==> src/rtl/bk_pkg.sv <==
// Shared definitions for the Brent-Kung adder/subtractor family: widths,
// operator codes and the (G,P) prefix combine used by every sweep level.
package bk_pkg;

    localparam int WIDTH_DEFAULT = 16;
    localparam int LOG2W_DEFAULT = 4;

    typedef enum logic [0:0] {
        BK_OP_ADD = 1'b0,
        BK_OP_SUB = 1'b1
    } bk_op_e;

    typedef struct packed {
        logic g;
        logic p;
    } bk_gp_t;

    // Combine a higher-order group with the adjacent lower-order group.
    function automatic bk_gp_t bk_gp_combine(input bk_gp_t hi, input bk_gp_t lo);
        bk_gp_t r;
        r.g = hi.g | (hi.p & lo.g);
        r.p = hi.p & lo.p;
        return r;
    endfunction

    // Index of the lowest set bit; picks the aligned group that closes carry[i].
    function automatic int bk_ctz(input int v);
        int n;
        n = 0;
        for (int i = 31; i >= 0; i--) begin
            if (v[i]) n = i;
        end
        return n;
    endfunction

endpackage

==> src/rtl/bk_prefix_up.sv <==
// Brent-Kung up-sweep: builds every aligned group (G,P) level from bit-level
// generate/propagate. Level 0 is the bit level, level LOG2W spans all bits.
module bk_prefix_up
    import bk_pkg::*;
#(
    parameter int WIDTH = WIDTH_DEFAULT,
    parameter int LOG2W = LOG2W_DEFAULT
) (
    input  logic [WIDTH-1:0]            g1,
    input  logic [WIDTH-1:0]            p1,
    output logic [LOG2W:0][WIDTH-1:0]   gg,
    output logic [LOG2W:0][WIDTH-1:0]   pp
);

    bk_gp_t hi;
    bk_gp_t lo;
    bk_gp_t cmb;

    // Group j of level k covers bits [j*2^k +: 2^k]; unused upper slots stay 0.
    always_comb begin
        gg    = '0;
        pp    = '0;
        hi    = '0;
        lo    = '0;
        cmb   = '0;
        gg[0] = g1;
        pp[0] = p1;
        for (int k = 1; k <= LOG2W; k++) begin
            for (int j = 0; j < WIDTH / 2; j++) begin
                if (j < (WIDTH >> k)) begin
                    hi.g = gg[k-1][2*j+1];
                    hi.p = pp[k-1][2*j+1];
                    lo.g = gg[k-1][2*j];
                    lo.p = pp[k-1][2*j];
                    cmb  = bk_gp_combine(hi, lo);
                    gg[k][j] = cmb.g;
                    pp[k][j] = cmb.p;
                end
            end
        end
    end

endmodule

==> src/rtl/bk_sub_pipe.sv <==
// Two-stage pipelined Brent-Kung subtractor (diff = a - b - bin) with
// valid/ready on both sides; stage 1 holds the up-sweep, stage 2 the carries.
module bk_sub_pipe
    import bk_pkg::*;
#(
    parameter int WIDTH = WIDTH_DEFAULT,
    parameter int LOG2W = $clog2(WIDTH)
) (
    input  logic             clk,
    input  logic             rst_n,
    input  logic             in_valid,
    output logic             in_ready,
    input  logic [WIDTH-1:0] a,
    input  logic [WIDTH-1:0] b,
    input  logic             bin,
    output logic             out_valid,
    input  logic             out_ready,
    output logic [WIDTH-1:0] diff,
    output logic             bout,
    output logic             ovf,
    output logic             zero
);

    localparam bk_op_e OP = BK_OP_SUB;

    logic [WIDTH-1:0]          bn;
    logic                      cin;
    logic [WIDTH-1:0]          g1;
    logic [WIDTH-1:0]          p1;
    logic [LOG2W:0][WIDTH-1:0] gg;
    logic [LOG2W:0][WIDTH-1:0] pp;

    logic                      s1_valid;
    logic [LOG2W:0][WIDTH-1:0] s1_g;
    logic [LOG2W:0][WIDTH-1:0] s1_p;
    logic                      s1_cin;
    logic                      s1_a_msb;
    logic                      s1_bn_msb;

    logic                      s1_adv;
    logic                      s2_adv;
    logic                      accept;

    logic [WIDTH:0]            carry;
    logic [WIDTH-1:0]          diff_c;
    logic                      ovf_c;
    logic                      unused_s1;

    // Subtraction runs on the adder datapath as a + ~b + ~bin.
    assign bn  = (OP == BK_OP_SUB) ? ~b : b;
    assign cin = (OP == BK_OP_SUB) ? ~bin : bin;
    assign g1  = a & bn;
    assign p1  = a ^ bn;

    bk_prefix_up #(
        .WIDTH (WIDTH),
        .LOG2W (LOG2W)
    ) u_up (
        .g1 (g1),
        .p1 (p1),
        .gg (gg),
        .pp (pp)
    );

    // Handshake: a beat moves on valid & ready in the same cycle. A stage
    // advances when it is empty or the stage after it advances, so in_ready
    // is combinational from out_ready and a full pipe streams without bubbles.
    assign s2_adv   = !out_valid || out_ready;
    assign s1_adv   = !s1_valid || s2_adv;
    assign in_ready = s1_adv;
    assign accept   = in_valid && in_ready;

    always_ff @(posedge clk or negedge rst_n) begin
        if (!rst_n) begin
            s1_valid  <= 1'b0;
            s1_g      <= '0;
            s1_p      <= '0;
            s1_cin    <= 1'b0;
            s1_a_msb  <= 1'b0;
            s1_bn_msb <= 1'b0;
        end else begin
            if (s1_adv) s1_valid <= accept;
            if (accept) begin
                s1_g      <= gg;
                s1_p      <= pp;
                s1_cin    <= cin;
                s1_a_msb  <= a[WIDTH-1];
                s1_bn_msb <= bn[WIDTH-1];
            end
        end
    end

    // Down-sweep: carry[i] closes the aligned group ending at bit i-1 onto the
    // carry at i minus that group's length (power-of-two i fall back to cin).
    always_comb begin
        carry    = '0;
        carry[0] = s1_cin;
        for (int i = 1; i <= WIDTH; i++) begin
            carry[i] = s1_g[bk_ctz(i)][(i >> bk_ctz(i)) - 1]
                     | (s1_p[bk_ctz(i)][(i >> bk_ctz(i)) - 1] & carry[i - (1 << bk_ctz(i))]);
        end
    end

    assign diff_c    = s1_p[0] ^ carry[WIDTH-1:0];
    assign ovf_c     = (s1_a_msb == s1_bn_msb) && (diff_c[WIDTH-1] != s1_a_msb);
    assign unused_s1 = ^{s1_g, s1_p};

    always_ff @(posedge clk or negedge rst_n) begin
        if (!rst_n) begin
            out_valid <= 1'b0;
            diff      <= '0;
            bout      <= 1'b0;
            ovf       <= 1'b0;
            zero      <= 1'b0;
        end else if (s2_adv) begin
            out_valid <= s1_valid;
            if (s1_valid) begin
                diff <= diff_c;
                bout <= ~carry[WIDTH];
                ovf  <= ovf_c;
                zero <= (diff_c == '0);
            end
        end
    end

endmodule

==> config.mk <==
export PLATFORM = sky130hd
export DESIGN_NAME = bk_sub_pipe
export DESIGN_NICKNAME = d
export VERILOG_FILES = /design/src/rtl/bk_pkg.sv /design/src/rtl/bk_prefix_up.sv /design/src/rtl/bk_sub_pipe.sv
export SDC_FILE = /design/constraint.sdc
export NUM_CORES = 1
export LEC_CHECK = 0
export ABC_CLOCK_PERIOD_IN_PS = 2910
export CAP_MARGIN = 15
export CORE_MARGIN = 2
export CORE_UTILIZATION = 55
export DETAILED_ROUTE_END_ITERATION = 10
export GPL_ROUTABILITY_DRIVEN = 0
export PLACE_DENSITY = 0.8
export SLEW_MARGIN = 20
export SYNTH_ARGS = -nofsm -noshare
export SYNTH_HDL_FRONTEND = slang
export SYNTH_HIERARCHICAL = 1
export SYNTH_SLANG_ARGS = --single-unit
==> constraint.sdc <==
create_clock -name clk -period 2.91 [get_ports clk]
set_input_delay 0.4365 -clock clk [delete_from_list [all_inputs] [get_ports clk]]
set_output_delay 0.4365 -clock clk [all_outputs]
set_load 0.1 [all_outputs]
; ---- After elaboration in Yosys (flattened, before gate mapping)
; Index checks and enable logic that the tools add are counted.
[classes]
multipliers = 0
eq_ne = 2
reduce_logical = 8
n_shift = 0
n_lt_le_gt_ge = 0
mux = 0
bitwise = 83
n_div = 0
addsub = 0
[ops]
columns = operator, n
row1 = AND 1 bit, 46
row2 = XOR 16 bit, 2
row3 = bitwise OR 1 bit, 31
row4 = AND 16 bit, 1
row5 = logical NOT 16 bit, 1
row6 = NOT 16 bit, 1
row7 = logical AND 1 bit, 2
row8 = logical NOT 1 bit, 2
row9 = logical OR 1 bit, 2
row10 = NOT 1 bit, 2
row11 = AND reduction 2 bit, 1
row12 = == test 1 bit, 1
row13 = != test 1 bit, 1
[totals]
out_inout_bits = 21
mem_bits_ro = 0
register_bits = 79
inputBits = 37
latchBits = 0
n_memories = 0
ramBits = 0

; ---- Depth between registers and ports, before layout
[depth]
ltp_word = 11
mapped_depth = 8
mapped_depth_nobuf = 8

; ---- Modules after synthesis
; The synthesis kept the hierarchy.
[modules_own_cells]
columns = module, n_inst, area_per_inst_um2, seq_area_each_um2, cells_per_inst
row1 = bk_sub_pipe, 1, 2949.1, 1601.5, 226
row2 = bk_prefix_up, 1, 1193.6, 0.0, 162

; ---- Least setup slack after synthesis
; Ideal clock, no wire load.
[synth_timing]
path_type = reg-to-reg
start = register out_valid
end = register s1_g[0] (netlist name)
arrival_ns = 3.001
setup_ns = 0.125
path_buffers = 1
stages_incl_launch_ff = 5
setup_slack_ns = -0.216
path_cell_list = dfrtp_1 > nand3b_1 > nand2_2 > buf_4 > mux2_2
[synth_between]
elab_chain_len = 4
[synth_rtl]
columns = item, line_no
row1 = from (decl), bk_sub_pipe.sv:16  ; output logic out_valid,
row2 = from (signal assigned), bk_sub_pipe.sv:116  ; out_valid <= s1_valid;
row3 = logical NOT 1 bit, bk_sub_pipe.sv:68  ; assign s2_adv = !out_valid || out_ready;
row4 = logical OR 1 bit, bk_sub_pipe.sv:68
row5 = logical OR 1 bit, bk_sub_pipe.sv:69  ; assign s1_adv = !s1_valid || s2_adv;
row6 = named net in_ready, bk_sub_pipe.sv:12  ; output logic in_ready,
row7 = logical AND 1 bit, bk_sub_pipe.sv:71  ; assign accept = in_valid && in_ready;
row8 = to (signal assigned), bk_sub_pipe.sv:84  ; s1_g <= gg;
row9 = to (decl), bk_sub_pipe.sv:34  ; logic [LOG2W:0][WIDTH-1:0] s1_g;
; The timed path passes the listed nets, and every way through them passes these cells.
; A chain may end at the register's enable or synchronous reset.

; ---- Final worst setup path
[layout_timing]
start = register s1_cin
end = register zero
[layout_rtl]
columns = item, line_no
row1 = from (decl), bk_sub_pipe.sv:36  ; logic s1_cin;
row2 = from (signal assigned), bk_sub_pipe.sv:86  ; s1_cin <= cin;
row3 = AND 1 bit, bk_sub_pipe.sv:100  ; | (s1_p[bk_ctz(i)][(i >> bk_ctz(i)) - 1] & carry[i - (1 << bk_ctz(i))]);
row4 = bitwise OR 1 bit, bk_sub_pipe.sv:100
row5 = AND 1 bit, bk_sub_pipe.sv:100
row6 = bitwise OR 1 bit, bk_sub_pipe.sv:100
row7 = AND 1 bit, bk_sub_pipe.sv:100
row8 = bitwise OR 1 bit, bk_sub_pipe.sv:100
row9 = XOR 16 bit, bk_sub_pipe.sv:104  ; assign diff_c = s1_p[0] ^ carry[WIDTH-1:0];
row10 = named net diff_c[14], bk_sub_pipe.sv:45  ; logic [WIDTH-1:0] diff_c;
row11 = logical NOT 16 bit, bk_sub_pipe.sv:121  ; zero <= (diff_c == '0);
row12 = to (signal assigned), bk_sub_pipe.sv:121
row13 = to (decl), bk_sub_pipe.sv:21  ; output logic zero
; The timed path passes the listed nets, and every way through them passes these cells.

==> metrics.txt <==
final hold violations 0; worst path buffer plus inverter count 0; Die Wd 81.97 µm; n_diodes 0; Seq. cell area 1603 µm²; clock root cell clkbuf_8; TritonCTS buffer count 9; Worst-Margin Slew 0.9548 ns; skew final 0.008265 ns; Post-Route WL 6299 µm; 1st-pass router iterations 4; hold crit path type in2async; critical path class reg2reg; commonest non-fill, non-tap cell in the layout dfrtp_1; crit-path cells a21o_1 -> a21o_1 -> a21o_1 -> ha_1 -> or4_4 -> a211oi_2 -> nand4_1 -> o31ai_2; most numerous cell on the critical path a21o_1; RSZ-0062 raised after global routing false; FP Rows 28; crit path max fanout 6; Slew HR 36.35%; final setup fails 0; initial antenna violation count 0; post-synthesis cell area 3343 µm²; gr usage total 21.04%; Max Cap Viol 0; fin nets 383; Multi-input gate area 1455 µm²; IO Count 58; Vias 2,111; pin count of the biggest net entering global routing 46; first-pass GRT wire length 10,420 µm; Post-CTS Setup Bufs 0; Power Dens Cells 861.8 nW/µm²; vias in the first global route 2,194; Clock Latency Late Sink 0.33 ns; crit-path max cell delay 0.46 ns; worst hold slack 0.2542 ns; Remaining DRCs 0; Fmax achieved 402.6 MHz; CP required 3.15 ns; CTS resizes 0; most frequent cells in the layout dfrtp_1 (63), mux2_2 (47), clkdlybuf4s50_1 (35), ha_1 (24), buf_4 (24); Area growth, synth to finish 17.74%; Max rail drop VDD 0.7360 mV; Post-DP HPWL 4691 µm; die area 6718 µm²; Syn Area/Cell 11.90 µm²; # fillers 440; Die Ht 81.97 µm; status completed; Core Box Area 5886 µm²; Slew Viols, Final 0; Initial Util 56.80%; CP Capture Type register; Port Buf Inserts 57; drt initial violations 98; Clock transition at path regs 0.06 ns; grt total ovfl 0; post-route ant nets 0; CTS sink count 64; vias per inst 5.251; Final min period 2.484 ns; Final TNS setup 0 ns; Synthesized Nets 342; setup slack, reg-to-reg 0.43 ns; yosys warns 6; # hold bufs at CTS 0; H-tree Lvls 3; family with the most delay on the worst path compound AO/OA/AOI/OAI gates; DR WL/cell 15.67 µm; CP max stage cell dfrtp_1; CTS tree yes; Static Leakage 0.001988 µW; clk buf depth 2; fraction of layout cells with a size suffix above 1 28.44%; Worst setup SP type register; Gate Count Post-Synth 281; period utilisation layout 85.35%; crit path DAT 2.72 ns
per-layer routing:
| layer | vias to the layer above | track usage, % | share of wire, % |
|---|---|---|---|
| li1 | 1033 | - | - |
| met2 | 45 | 34.23 | 48 |
| met5 | - | 0 | 0 |
| met3 | 10 | 4.066 | 3.9 |
| met1 | 1023 | 27.27 | 46 |
| met4 | 0 | 9.500 | 1.9 |
state kept, by name, indices dropped and copies added (netlist names):
signal,count
s1_p,24
diff,16
s1_g,16
bout,1
out_valid,1
ovf,1
s1_a_msb,1
s1_bn_msb,1
s1_cin,1
s1_valid,1
zero,1
where the power goes:
part / internal (µW) / total [µW] / switching (µW) / leakage [µW]
Sequential: 1090 / 1220 / 123 / 0.000781
Clock: 327 / 643 / 316 / 0.0000899
Combinational: 438 / 1530 / 1100 / 0.00112
through the flow:
| step | std cells | power (µW) | setup WS (ns) | area, µm² | utilization (%) |
|---|---|---|---|---|---|
| floorplan | 281 | 2404 | 0.1814 | 3344 | - |
| global placement | 386 | 2736 | 0.5763 | 3771 | 64.07 |
| detailed placement | 386 | 2772 | 0.4607 | 3771 | 64.07 |
| CTS | 402 | 3422 | 0.4334 | 3936 | 66.88 |
| global route | 402 | 3561 | 0.3432 | 3936 | 66.88 |
| finish | 402 | 3392 | 0.4263 | 3936 | 66.88 |
worst paths after layout:
path,to,cells after the start,from
hold reg to reg,diff[11],2,diff[11]
setup reg to reg,zero,8,s1_cin
min in group clk,diff[11],2,diff[11]
setup / recovery,zero,8,s1_cin
hold / removal,s1_g[2],1,rst_n
max in group asynchronous,diff[9],2,rst_n
area by class of cell:
cell class	instances	area share, %
Multi-Input combinational cell	169	36.97
Sequential cell	64	40.72
Tap cell	75	2.384
Timing Repair Buffer	61	14.11
Clock buffer	12	3.687
Inverter	17	1.621
Clock inverter	4	0.5086
worst register-to-register path: stages, from the launching register on:
cell	delay [ns]
dfrtp_1	0.46
a21o_1	0.25
a21o_1	0.20
a21o_1	0.19
ha_1	0.28
or4_4	0.41
a211oi_2	0.20
nand4_1	0.15
o31ai_2	0.25
Note: power is estimated with default switching activity, not from simulation.
